===== src/rtl/video_pkg.sv =====
// Shared types and constants for the pixel-stream generator.
package video_pkg;

  typedef enum logic [1:0] {
    PAT_X     = 2'd0,
    PAT_Y     = 2'd1,
    PAT_XY    = 2'd2,
    PAT_CONST = 2'd3
  } pattern_e;

  typedef enum logic [2:0] {
    IDLE,
    VBLANK,
    ACTIVE,
    HBLANK,
    FEND
  } vgen_state_e;

  // de_period values at or below this produce contiguous DE.
  localparam int unsigned DE_PERIOD_CONTIG = 1;

endpackage


===== src/rtl/video_stream_gen_if.sv =====
// Pixel-stream bus (data, valid, line/frame blanking flags).
interface video_stream_gen_if #(
  parameter int DATA_WIDTH = 8
);
  logic [DATA_WIDTH-1:0] do_o;
  logic                  de_o;
  logic                  hs_o;
  logic                  vs_o;

  modport master (output do_o, output de_o, output hs_o, output vs_o);
  modport slave  (input  do_o, input  de_o, input  hs_o, input  vs_o);
endinterface


===== src/rtl/video_pattern_pix.sv =====
// Registered test-pattern mux; pix updates only when load is high and holds otherwise.
module video_pattern_pix import video_pkg::*; #(
  parameter int DATA_WIDTH = 8
) (
  input  logic                  clk,
  input  logic                  rst,
  input  logic                  load,
  input  logic [DATA_WIDTH-1:0] x,
  input  logic [DATA_WIDTH-1:0] y,
  input  pattern_e              pattern,
  input  logic [DATA_WIDTH-1:0] fill,
  output logic [DATA_WIDTH-1:0] pix
);

  logic [DATA_WIDTH-1:0] pix_d;

  // Select the pattern value; x+y wraps naturally at DATA_WIDTH bits.
  always_comb begin
    pix_d = fill;
    case (pattern)
      PAT_X:     pix_d = x;
      PAT_Y:     pix_d = y;
      PAT_XY:    pix_d = x + y;
      PAT_CONST: pix_d = fill;
      default:   pix_d = fill;
    endcase
  end

  // Capture the pixel on DE cycles only.
  always_ff @(posedge clk) begin
    if (rst) begin
      pix <= '0;
    end else if (load) begin
      pix <= pix_d;
    end
  end

endmodule


===== src/rtl/video_stream_gen.sv =====
// Pixel-stream transmitter: programmable geometry, blanking, sparse DE and test patterns.
//
// state  | meaning
// IDLE   | waiting for en with a non-empty geometry; hs=vs=1
// VBLANK | frame blanking, hs=vs=1
// ACTIVE | active part of a line, hs=vs=0, DE on the last cycle of each slot
// HBLANK | line blanking, hs=1 vs=0
// FEND   | one-cycle frame end, counts as first vblank cycle of a following frame
//
// Outputs are registered from the next-state values, so they line up exactly with
// the state they describe.
module video_stream_gen import video_pkg::*; #(
  parameter int DATA_WIDTH   = 8,
  parameter int CNT_WIDTH    = 12,
  parameter int PERIOD_WIDTH = 4
) (
  input  logic                    clk,
  input  logic                    rst,
  input  logic                    en,
  input  logic [CNT_WIDTH-1:0]    frame_w,
  input  logic [CNT_WIDTH-1:0]    frame_h,
  input  logic [CNT_WIDTH-1:0]    hblank,
  input  logic [CNT_WIDTH-1:0]    vblank,
  input  logic [PERIOD_WIDTH-1:0] de_period,
  input  logic [1:0]              pattern,
  input  logic [DATA_WIDTH-1:0]   const_i,
  video_stream_gen_if.master      vid,
  output logic [15:0]             frame_cnt_o,
  output logic                    busy_o
);

  localparam logic [CNT_WIDTH-1:0]    CNT_ONE = CNT_WIDTH'(1);
  localparam logic [PERIOD_WIDTH-1:0] PER_ONE = PERIOD_WIDTH'(1);

  vgen_state_e state_q, state_d;
  logic [CNT_WIDTH-1:0]    x_q, x_d, y_q, y_d, blank_q, blank_d;
  logic [PERIOD_WIDTH-1:0] slot_q, slot_d;

  // Latched frame configuration; blanking and period are stored as down-counter reloads.
  logic [CNT_WIDTH-1:0]    w_q, h_q, hb_rl_q;
  logic [PERIOD_WIDTH-1:0] p_rl_q;
  pattern_e                pat_q;
  logic [DATA_WIDTH-1:0]   fill_q;

  logic [CNT_WIDTH-1:0]    hb_rl_in, vb_rl_in;
  logic [PERIOD_WIDTH-1:0] p_rl_in;
  logic                    start_ok, latch;
  pattern_e                pat_sel;
  logic [DATA_WIDTH-1:0]   fill_sel, pix;
  logic                    de_d;

  assign start_ok = en && (frame_w != '0) && (frame_h != '0);
  assign hb_rl_in = (hblank == '0) ? '0 : hblank - CNT_ONE;
  assign vb_rl_in = (vblank == '0) ? '0 : vblank - CNT_ONE;
  assign p_rl_in  = (de_period <= PERIOD_WIDTH'(DE_PERIOD_CONTIG)) ? '0 : de_period - PER_ONE;

  // Next-state and counter logic. A frame that is refused at FEND (en low or empty
  // geometry) returns to IDLE rather than running a degenerate frame.
  always_comb begin
    state_d = state_q;
    x_d     = x_q;
    y_d     = y_q;
    slot_d  = slot_q;
    blank_d = blank_q;
    latch   = 1'b0;
    case (state_q)
      IDLE: begin
        if (start_ok) begin
          latch   = 1'b1;
          state_d = VBLANK;
          blank_d = vb_rl_in;
        end
      end
      VBLANK: begin
        if (blank_q == '0) begin
          state_d = ACTIVE;
          x_d     = '0;
          y_d     = '0;
          slot_d  = p_rl_q;
        end else begin
          blank_d = blank_q - CNT_ONE;
        end
      end
      ACTIVE: begin
        if (slot_q == '0) begin
          slot_d = p_rl_q;
          if (x_q == w_q - CNT_ONE) begin
            if (y_q == h_q - CNT_ONE) begin
              state_d = FEND;
            end else begin
              state_d = HBLANK;
              blank_d = hb_rl_q;
            end
          end else begin
            x_d = x_q + CNT_ONE;
          end
        end else begin
          slot_d = slot_q - PER_ONE;
        end
      end
      HBLANK: begin
        if (blank_q == '0) begin
          state_d = ACTIVE;
          x_d     = '0;
          y_d     = y_q + CNT_ONE;
          slot_d  = p_rl_q;
        end else begin
          blank_d = blank_q - CNT_ONE;
        end
      end
      FEND: begin
        if (start_ok) begin
          latch = 1'b1;
          // FEND already provided one blanking cycle.
          if (vb_rl_in == '0) begin
            state_d = ACTIVE;
            x_d     = '0;
            y_d     = '0;
            slot_d  = p_rl_in;
          end else begin
            state_d = VBLANK;
            blank_d = vb_rl_in - CNT_ONE;
          end
        end else begin
          state_d = IDLE;
        end
      end
      default: state_d = IDLE;
    endcase
  end

  assign de_d     = (state_d == ACTIVE) && (slot_d == '0);
  assign pat_sel  = latch ? pattern_e'(pattern) : pat_q;
  assign fill_sel = latch ? const_i : fill_q;

  // Configuration capture at frame start.
  always_ff @(posedge clk) begin
    if (rst) begin
      w_q     <= '0;
      h_q     <= '0;
      hb_rl_q <= '0;
      p_rl_q  <= '0;
      pat_q   <= PAT_X;
      fill_q  <= '0;
    end else if (latch) begin
      w_q     <= frame_w;
      h_q     <= frame_h;
      hb_rl_q <= hb_rl_in;
      p_rl_q  <= p_rl_in;
      pat_q   <= pattern_e'(pattern);
      fill_q  <= const_i;
    end
  end

  // State and position counters.
  always_ff @(posedge clk) begin
    if (rst) begin
      state_q <= IDLE;
      x_q     <= '0;
      y_q     <= '0;
      slot_q  <= '0;
      blank_q <= '0;
    end else begin
      state_q <= state_d;
      x_q     <= x_d;
      y_q     <= y_d;
      slot_q  <= slot_d;
      blank_q <= blank_d;
    end
  end

  // Registered stream flags, frame counter and busy.
  always_ff @(posedge clk) begin
    if (rst) begin
      vid.de_o    <= 1'b0;
      vid.hs_o    <= 1'b1;
      vid.vs_o    <= 1'b1;
      busy_o      <= 1'b0;
      frame_cnt_o <= '0;
    end else begin
      vid.de_o <= de_d;
      vid.hs_o <= (state_d != ACTIVE);
      vid.vs_o <= !((state_d == ACTIVE) || (state_d == HBLANK));
      busy_o   <= (state_d != IDLE);
      if (state_d == FEND) begin
        frame_cnt_o <= frame_cnt_o + 16'd1;
      end
    end
  end

  video_pattern_pix #(
    .DATA_WIDTH(DATA_WIDTH)
  ) u_pix (
    .clk     (clk),
    .rst     (rst),
    .load    (de_d),
    .x       (x_d[DATA_WIDTH-1:0]),
    .y       (y_d[DATA_WIDTH-1:0]),
    .pattern (pat_sel),
    .fill    (fill_sel),
    .pix     (pix)
  );

  assign vid.do_o = pix;

endmodule


===== src/flat_wrapper.sv =====
// flat-port wrapper written by rule: the top's interface ports become plain ports
module video_stream_gen_flat import video_pkg::*;
#(
  parameter int DATA_WIDTH   = 8,
  parameter int CNT_WIDTH    = 12,
  parameter int PERIOD_WIDTH = 4
)
  (clk, rst, en, frame_w, frame_h, hblank, vblank, de_period, pattern, const_i, frame_cnt_o, busy_o, vid_do_o, vid_de_o, vid_hs_o, vid_vs_o);
  video_stream_gen_if #(.DATA_WIDTH(DATA_WIDTH)) vid_i ();
  input  logic clk;
  input  logic rst;
  input  logic en;
  input  logic [CNT_WIDTH-1:0] frame_w;
  input  logic [CNT_WIDTH-1:0] frame_h;
  input  logic [CNT_WIDTH-1:0] hblank;
  input  logic [CNT_WIDTH-1:0] vblank;
  input  logic [PERIOD_WIDTH-1:0] de_period;
  input  logic [1:0] pattern;
  input  logic [DATA_WIDTH-1:0] const_i;
  output logic [15:0] frame_cnt_o;
  output logic busy_o;
  output wire logic [$bits(vid_i.do_o)-1:0] vid_do_o;
  output wire logic [$bits(vid_i.de_o)-1:0] vid_de_o;
  output wire logic [$bits(vid_i.hs_o)-1:0] vid_hs_o;
  output wire logic [$bits(vid_i.vs_o)-1:0] vid_vs_o;
  assign vid_do_o = vid_i.do_o;
  assign vid_de_o = vid_i.de_o;
  assign vid_hs_o = vid_i.hs_o;
  assign vid_vs_o = vid_i.vs_o;
  video_stream_gen #(.DATA_WIDTH(DATA_WIDTH), .CNT_WIDTH(CNT_WIDTH), .PERIOD_WIDTH(PERIOD_WIDTH)) u_core (.clk(clk), .rst(rst), .en(en), .frame_w(frame_w), .frame_h(frame_h), .hblank(hblank), .vblank(vblank), .de_period(de_period), .pattern(pattern), .const_i(const_i), .vid(vid_i), .frame_cnt_o(frame_cnt_o), .busy_o(busy_o));
endmodule

===== config.mk =====
export PLATFORM = sky130hd
export DESIGN_NAME = video_stream_gen_flat
export DESIGN_NICKNAME = d
export VERILOG_FILES = /design/src/rtl/video_pkg.sv /design/src/rtl/video_stream_gen_if.sv /design/src/rtl/video_pattern_pix.sv /design/src/rtl/video_stream_gen.sv /design/src/flat_wrapper.sv
export SDC_FILE = /design/constraint.sdc
export NUM_CORES = 1
export LEC_CHECK = 0
export ABC_AREA = 0
export CORE_MARGIN = 8
export CORE_UTILIZATION = 55
export CTS_CLUSTER_DIAMETER = 80
export DETAILED_ROUTE_END_ITERATION = 12
export MAX_ROUTING_LAYER = met4
export PLACE_DENSITY_LB_ADDON = 0.12
export SLEW_MARGIN = 0
export SYNTH_ARGS = -nofsm -noshare
export SYNTH_HDL_FRONTEND = slang
export SYNTH_SLANG_ARGS = --single-unit

===== constraint.sdc =====
create_clock -name clk -period 7.9 [get_ports clk]
set_input_delay 1.185 -clock clk [delete_from_list [all_inputs] [get_ports clk]]
set_output_delay 1.185 -clock clk [all_outputs]
set_load 0.02 [all_outputs]

* After elaboration in Yosys (flattened, before gate mapping)
Cells that the tools add are included.
Operators by class: add/subtract/negate cells 12, multiply operators 0, div/mod/pow operators 0, magnitude comparators 1, equality and inequality tests 25, shift operators 0, muxes and demuxes 40, bitwise logic cells 0, reductions and logical operators 24
Operators with widths (number):
- 12-bit two-way mux | 18
- 12-bit one-hot mux with 3 select lines | 2
- 12-bit by 1-bit subtractor with 12-bit output (second input constant) | 6
- 12-bit logical NOT | 4
- 12-bit one-hot mux with 4 select lines | 1
- 8-bit one-hot mux with 4 select lines | 1
- 12-bit by 1-bit adder with 12-bit output (second input constant) | 2
- 12-bit equality test | 2
- 12-bit nonzero test | 2
- 4-bit two-way mux | 5
- 16-bit by 1-bit adder with 16-bit output (second input constant) | 1
- 2-bit by 1-bit != test with 1-bit output (second input constant) | 8
- 3-bit two-way mux | 5
- 3-bit by 2-bit equality test with 1-bit output (second input constant) | 4
- 3-bit one-hot mux with 4 select lines | 1
- 4-bit one-hot mux with 3 select lines | 1
- 3-bit nonzero test | 3
- 8-bit adder | 1
- 4-bit logical NOT | 2
- 8-bit two-way mux | 1
- 2-bit != test (second input constant) | 4
- 8-bit AND reduction | 1
- 4-bit by 1-bit subtractor with 4-bit output (second input constant) | 2
- 3-bit equality test (second input constant) | 2
- 16 further kinds | 23
Storage, ports and cells: bits in registers 121, bits in latches 0, RAM bits 0, bits in read-only memories 0, bits of input ports 65, memories kept 0

* Longest topological paths before layout
depth after elaboration 9, mapped depth 24, gate-level depth less buffers 22

* Hierarchy
Synthesis repeated with hierarchy kept, for this count alone.
Second synthesis, totals: cells, all modules 1042, area, all modules 8091.5 um2
Modules (own cells, without submodules):
- video_stream_gen | times used 1, cells an instance 946, area each 7248.2 um2, sequential area each 2262.2 um2
- video_pattern_pix | times used 1, cells an instance 96, area each 843.3 um2, sequential area each 160.2 um2

* Least setup slack after synthesis
No wires, ideal clock.
path kind input-to-reg, from input vblank[3], to register u_core.u_pix.pix[7], arrival time 5875 ps, setup slack 1937 ps, cell stages on the path 20, path buffers 3, cells stage by stage buf_2 or4_1 buf_2 nor4_1 mux2_2 or4_4 or3_1 buf_2 a31oi_4 inv_1 ha_1 a21o_1 a21oi_1 o21bai_1 a2111oi_0 nor3_1 xnor2_1 or4_1 a21o_1 a311oi_2
On the way: cells in the longest elaborated chain, start to end 8, elaborated cells between the ends (all ways) 21, classes of those cells add/sub: 2; eq/ne: 1; mux: 14; reduce/logical: 4
RTL lines:
- from (decl) | RTL line flat_wrapper.sv:16 | input logic [CNT_WIDTH-1:0] vblank;
- 12-bit by 1-bit subtractor with 12-bit output or 12-bit logical NOT (tied branches) | RTL line video_stream_gen.sv:54 | assign vb_rl_in = (vblank == '0) ? '0 : vblank - CNT_ONE;
- 12-bit two-way mux (*) | RTL line video_stream_gen.sv:54
- 12-bit logical NOT (*) | RTL line video_stream_gen.sv:115 | if (vb_rl_in == '0) begin
- 12-bit two-way mux (*) | RTL line video_stream_gen.sv:115
- 12-bit two-way mux (*) | RTL line video_stream_gen.sv:112 | if (start_ok) begin
- 12-bit one-hot mux with 3 select lines (*) | RTL line video_stream_gen.sv:66 | case (state_q)
- via u_core.u_pix.y[1] | RTL line video_pattern_pix.sv:9 | input logic [DATA_WIDTH-1:0] y,
- 8-bit adder (*) | RTL line video_pattern_pix.sv:23 | PAT_XY: pix_d = x + y;
- 8-bit one-hot mux with 4 select lines (*) | RTL line video_pattern_pix.sv:20 | case (pattern)
- to (signal assigned) | RTL line video_pattern_pix.sv:34 | pix <= pix_d;
- to (decl) | RTL line video_pattern_pix.sv:12 | output logic [DATA_WIDTH-1:0] pix
The timed path passes the listed nets; every way through them passes the cells marked *. The select of a mux whose other input is x is not followed. A chain may end at the register's enable or synchronous reset.

* Worst setup path after layout
from input vblank[3], to register u_core.u_pix.pix[7]
On the way: cells in the longest elaborated chain, start to end 8, elaborated cells between the ends (all ways) 21, classes of those cells add/sub: 2; eq/ne: 1; mux: 14; reduce/logical: 4
RTL lines:
- 12-bit by 1-bit subtractor with 12-bit output or 12-bit logical NOT (tied branches) | RTL line video_stream_gen.sv:54
- 12-bit two-way mux (*) | RTL line video_stream_gen.sv:54
- 12-bit logical NOT (*) | RTL line video_stream_gen.sv:115
- 12-bit two-way mux (*) | RTL line video_stream_gen.sv:115
- 12-bit two-way mux (*) | RTL line video_stream_gen.sv:112
- 12-bit one-hot mux with 3 select lines (*) | RTL line video_stream_gen.sv:66
- via u_core.u_pix.x[1] | RTL line video_pattern_pix.sv:8 | input logic [DATA_WIDTH-1:0] x,
- 8-bit adder (*) | RTL line video_pattern_pix.sv:23
- 8-bit one-hot mux with 4 select lines (*) | RTL line video_pattern_pix.sv:20
Marked as above.

==> run metrics <==
skew final 0.00858 ns; CTS Buf Count 17; Post-Syn Nets 1,139; post-DP HPWL 16,900 µm; antenna violations before repair 0; core area 14,400 µm²; gr usage total 0.252; R2R Setup Slk 2.52 ns; Mean Syn Cell Area 7.67 µm²; Resized cells post-CTS 0; GP Congestion 0.923; delay of the slowest cell on the worst path 0.69 ns; worst path required time 8.23 ns; number of synthesized flops with an enable pin 0; ys flop type dfxtp_1; Fin Hold WS 0.464 ns; worst-skew pair later-pin latency 0.42 ns; Yosys reg bits 121; final setup vio count 0; vias 8,095; RSZ-0062 raised after global routing false; slowest CP cell or4_1; total of max-cap violations 0; crit path kind in2reg; I/O Buffers 92; met2 Track Usage GR 0.413; CTS tree yes; Vias/cell 6.16; Worst R2R Start u_core.w_q[0]; fmax 153 MHz; Slew HR 0.465; ANT nets after route 0; VDD IR-drop max 0.000174 V; worst-path cell chain clkdlybuf4s50_1 > or4_1 > nor4_1 > mux2_2 > or4_4 > nor3_2 > o22ai_1 > a22oi_1 > inv_1 > ha_1 > a21o_1 > a21oi_1 > o21bai_1 > a2111oi_0 > nor3_1 > xnor2_1 > or4_1 > a21o_1 > a311oi_2; Nets 1,203; worst r2r path cells 20; largest net degree at the start of global routing 55; vias in the first global route 7,664; wire per inst 17.8 µm; hold path depth 2; startpoint types input port; Worst Path Max Fanout 9; io pins 93; H-tree depth 4; Ant. Diodes 0; Async SR Flop Fraction 0; Synth Instances 1,053; clock sinks 121; starting density of the core 0.560; status finished, final reports clean; DR pass1 iterations 5; most frequent cells in the layout nor2_1 (127), nand2_1 (122), dfxtp_1 (121); met1 Use GR 0.295; commonest non-fill, non-tap cell in the layout nor2_1; crit path time final 6.52 ns; Arr. time, crit path 6.86 ns; R2R Path End u_core.u_pix.pix[7]; CTS max path bufs 2; placed inst area 9090 µm²; first-pass GRT wire length 37,300 µm; grt total ovfl 0; PwrDens 200 nW/µm²; Worst Hold Class reg2reg; final count of hold timing violations 0; Die ar. 18,800 µm²; distinct cell type count after synthesis 85; DIE HEIGHT 137 µm; clk slew on worst S/H paths 0.06 ns; mapped cell area 8080 µm²; root buffer cell clkbuf_16; final setup TNS 0 ns; layout cells sized above 1 0.0743; setup repair bufs after CTS 0; Ys Warns 0; Die W 137 µm; P_leak 3.67 nW; crit end category flop; Most Used Layer, Global Route met2; Final Max Slew Viols 0; period utilization 0.826; Layout area overhead 20.3%; Hold Crit Endpoint u_core.fill_q[4]; design area 9720 µm²; Rows 44; register area share after synthesis 0.300; Slew @ Worst Pin 0.802 ns; DRT iter0 DRCs 477; GR Util met3 0.0536; # hold bufs at CTS 0; Hold Crit Start u_core.fill_q[4]; DRC Markers 0; Routed WL 23,300 µm
sequential cells by signal (all words and copies together) (netlist names), 2 cells and up:
signal and flops:
u_core.blank_q 12, u_core.fill_q 8, u_core.frame_cnt_o 16, u_core.h_q 12, u_core.hb_rl_q 12, u_core.p_rl_q 4, u_core.pat_q 2, u_core.slot_q 4
u_core.state_q 3, u_core.u_pix.pix 8, u_core.w_q 12, u_core.x_q 12, u_core.y_q 12
power breakdown:
part | leakage [nW] | switching, mW | internal (mW) | total (mW)
sequential | 0.986 | 0.0385 | 0.647 | 0.685
clock | 0.291 | 0.299 | 0.537 | 0.836
combinational | 2.40 | 0.245 | 0.176 | 0.421
total | 3.67 | 0.583 | 1.36 | 1.94
kinds of logic (layout without fill, tap and decap cells):
family | Yosys count | count (layout) | synth area share
compound gates | 274 | 274 | 0.236
mux | 25 | 25 | 0.0322
fa+ha+maj | 21 | 21 | 0.0334
flops | 121 | 121 | 0.300
buf+inv | 91 | 168 | 0.0444
xor+xnor | 73 | 73 | 0.0808
simple gates | 448 | 448 | 0.274
per-layer routing:
metal  vias up  part of all wire
met3        59             0.062
met1      3804              0.43
met4         0             0.031
li1       3955                 -
met5         -                 0
met2       277              0.47
worst max-delay path, delay by kind of cell:
family	cells	cell delay, ns
xor gates and xnor gates	1	0.16
AOI/OAI and AO/OA	8	1.85
muxes	1	0.42
buffers and inverters	2	0.64
adders and majority gates	1	0.27
and+or+nand+nor	6	2.30
metrics by stage:
stage               worst slack, ns   util  instances  power [mW]
floorplan                      1.94      -       1053       0.983
global placement               1.07  0.630       1282        1.11
detailed placement            0.976  0.630       1282        1.11
CTS                            1.40  0.674       1314        1.94
global route                  0.990  0.674       1314        2.02
finish                         1.38  0.674       1314        1.94
cell usage after synthesis (8+ instances only):
library cell / n / area share
mux2_2: 8 / 0.011
a21oi_1: 76 / 0.047
xnor2_1: 36 / 0.039
inv_1: 33 / 0.015
nor4_1: 16 / 0.012
nor2_1: 127 / 0.059
o21ai_0: 35 / 0.022
o211ai_1: 9 / 0.0084
nor3_1: 38 / 0.024
a22oi_1: 19 / 0.018
nand2_1: 122 / 0.057
nand3_1: 28 / 0.017
ha_1: 20 / 0.031
a21o_1: 9 / 0.0084
mux2i_1: 17 / 0.021
a31oi_1: 17 / 0.013
and2_1: 18 / 0.014
clkbuf_1: 47 / 0.022
nand4_1: 17 / 0.013
dfxtp_1: 121 / 0.30
a211oi_1: 24 / 0.022
nor2b_1: 8 / 0.0062
or3_1: 14 / 0.011
buf_2: 8 / 0.0050
xor2_1: 36 / 0.039
and3_1: 12 / 0.0093
worst max path at each step:
| stage | slack (ns) | endpoint | cells past startpoint | from |
|---|---|---|---|---|
| finish | 1.38 | u_core.u_pix.pix[7] | 19 | vblank[3] |
| global route | 0.99 | u_core.u_pix.pix[7] | 19 | vblank[0] |
| CTS | 1.40 | u_core.u_pix.pix[7] | 19 | vblank[0] |
| detailed placement | 0.98 | u_core.u_pix.pix[7] | 19 | vblank[0] |
| global placement | 1.07 | u_core.u_pix.pix[7] | 19 | vblank[3] |
| floorplan | 1.94 | u_core.u_pix.pix[7] | 20 | vblank[3] |
layout make-up:
class | instances | area (µm²)
Timing Repair Buffer | 102 | 993
Clock buffer | 18 | 439
Fill cell | 1262 | 4700
Sequential cell | 121 | 2420
Tap cell | 184 | 230
Clock inverter | 14 | 196
Inverter | 34 | 128
Multi-Input combinational cell | 841 | 5310
(Power assumes the default switching activity.)
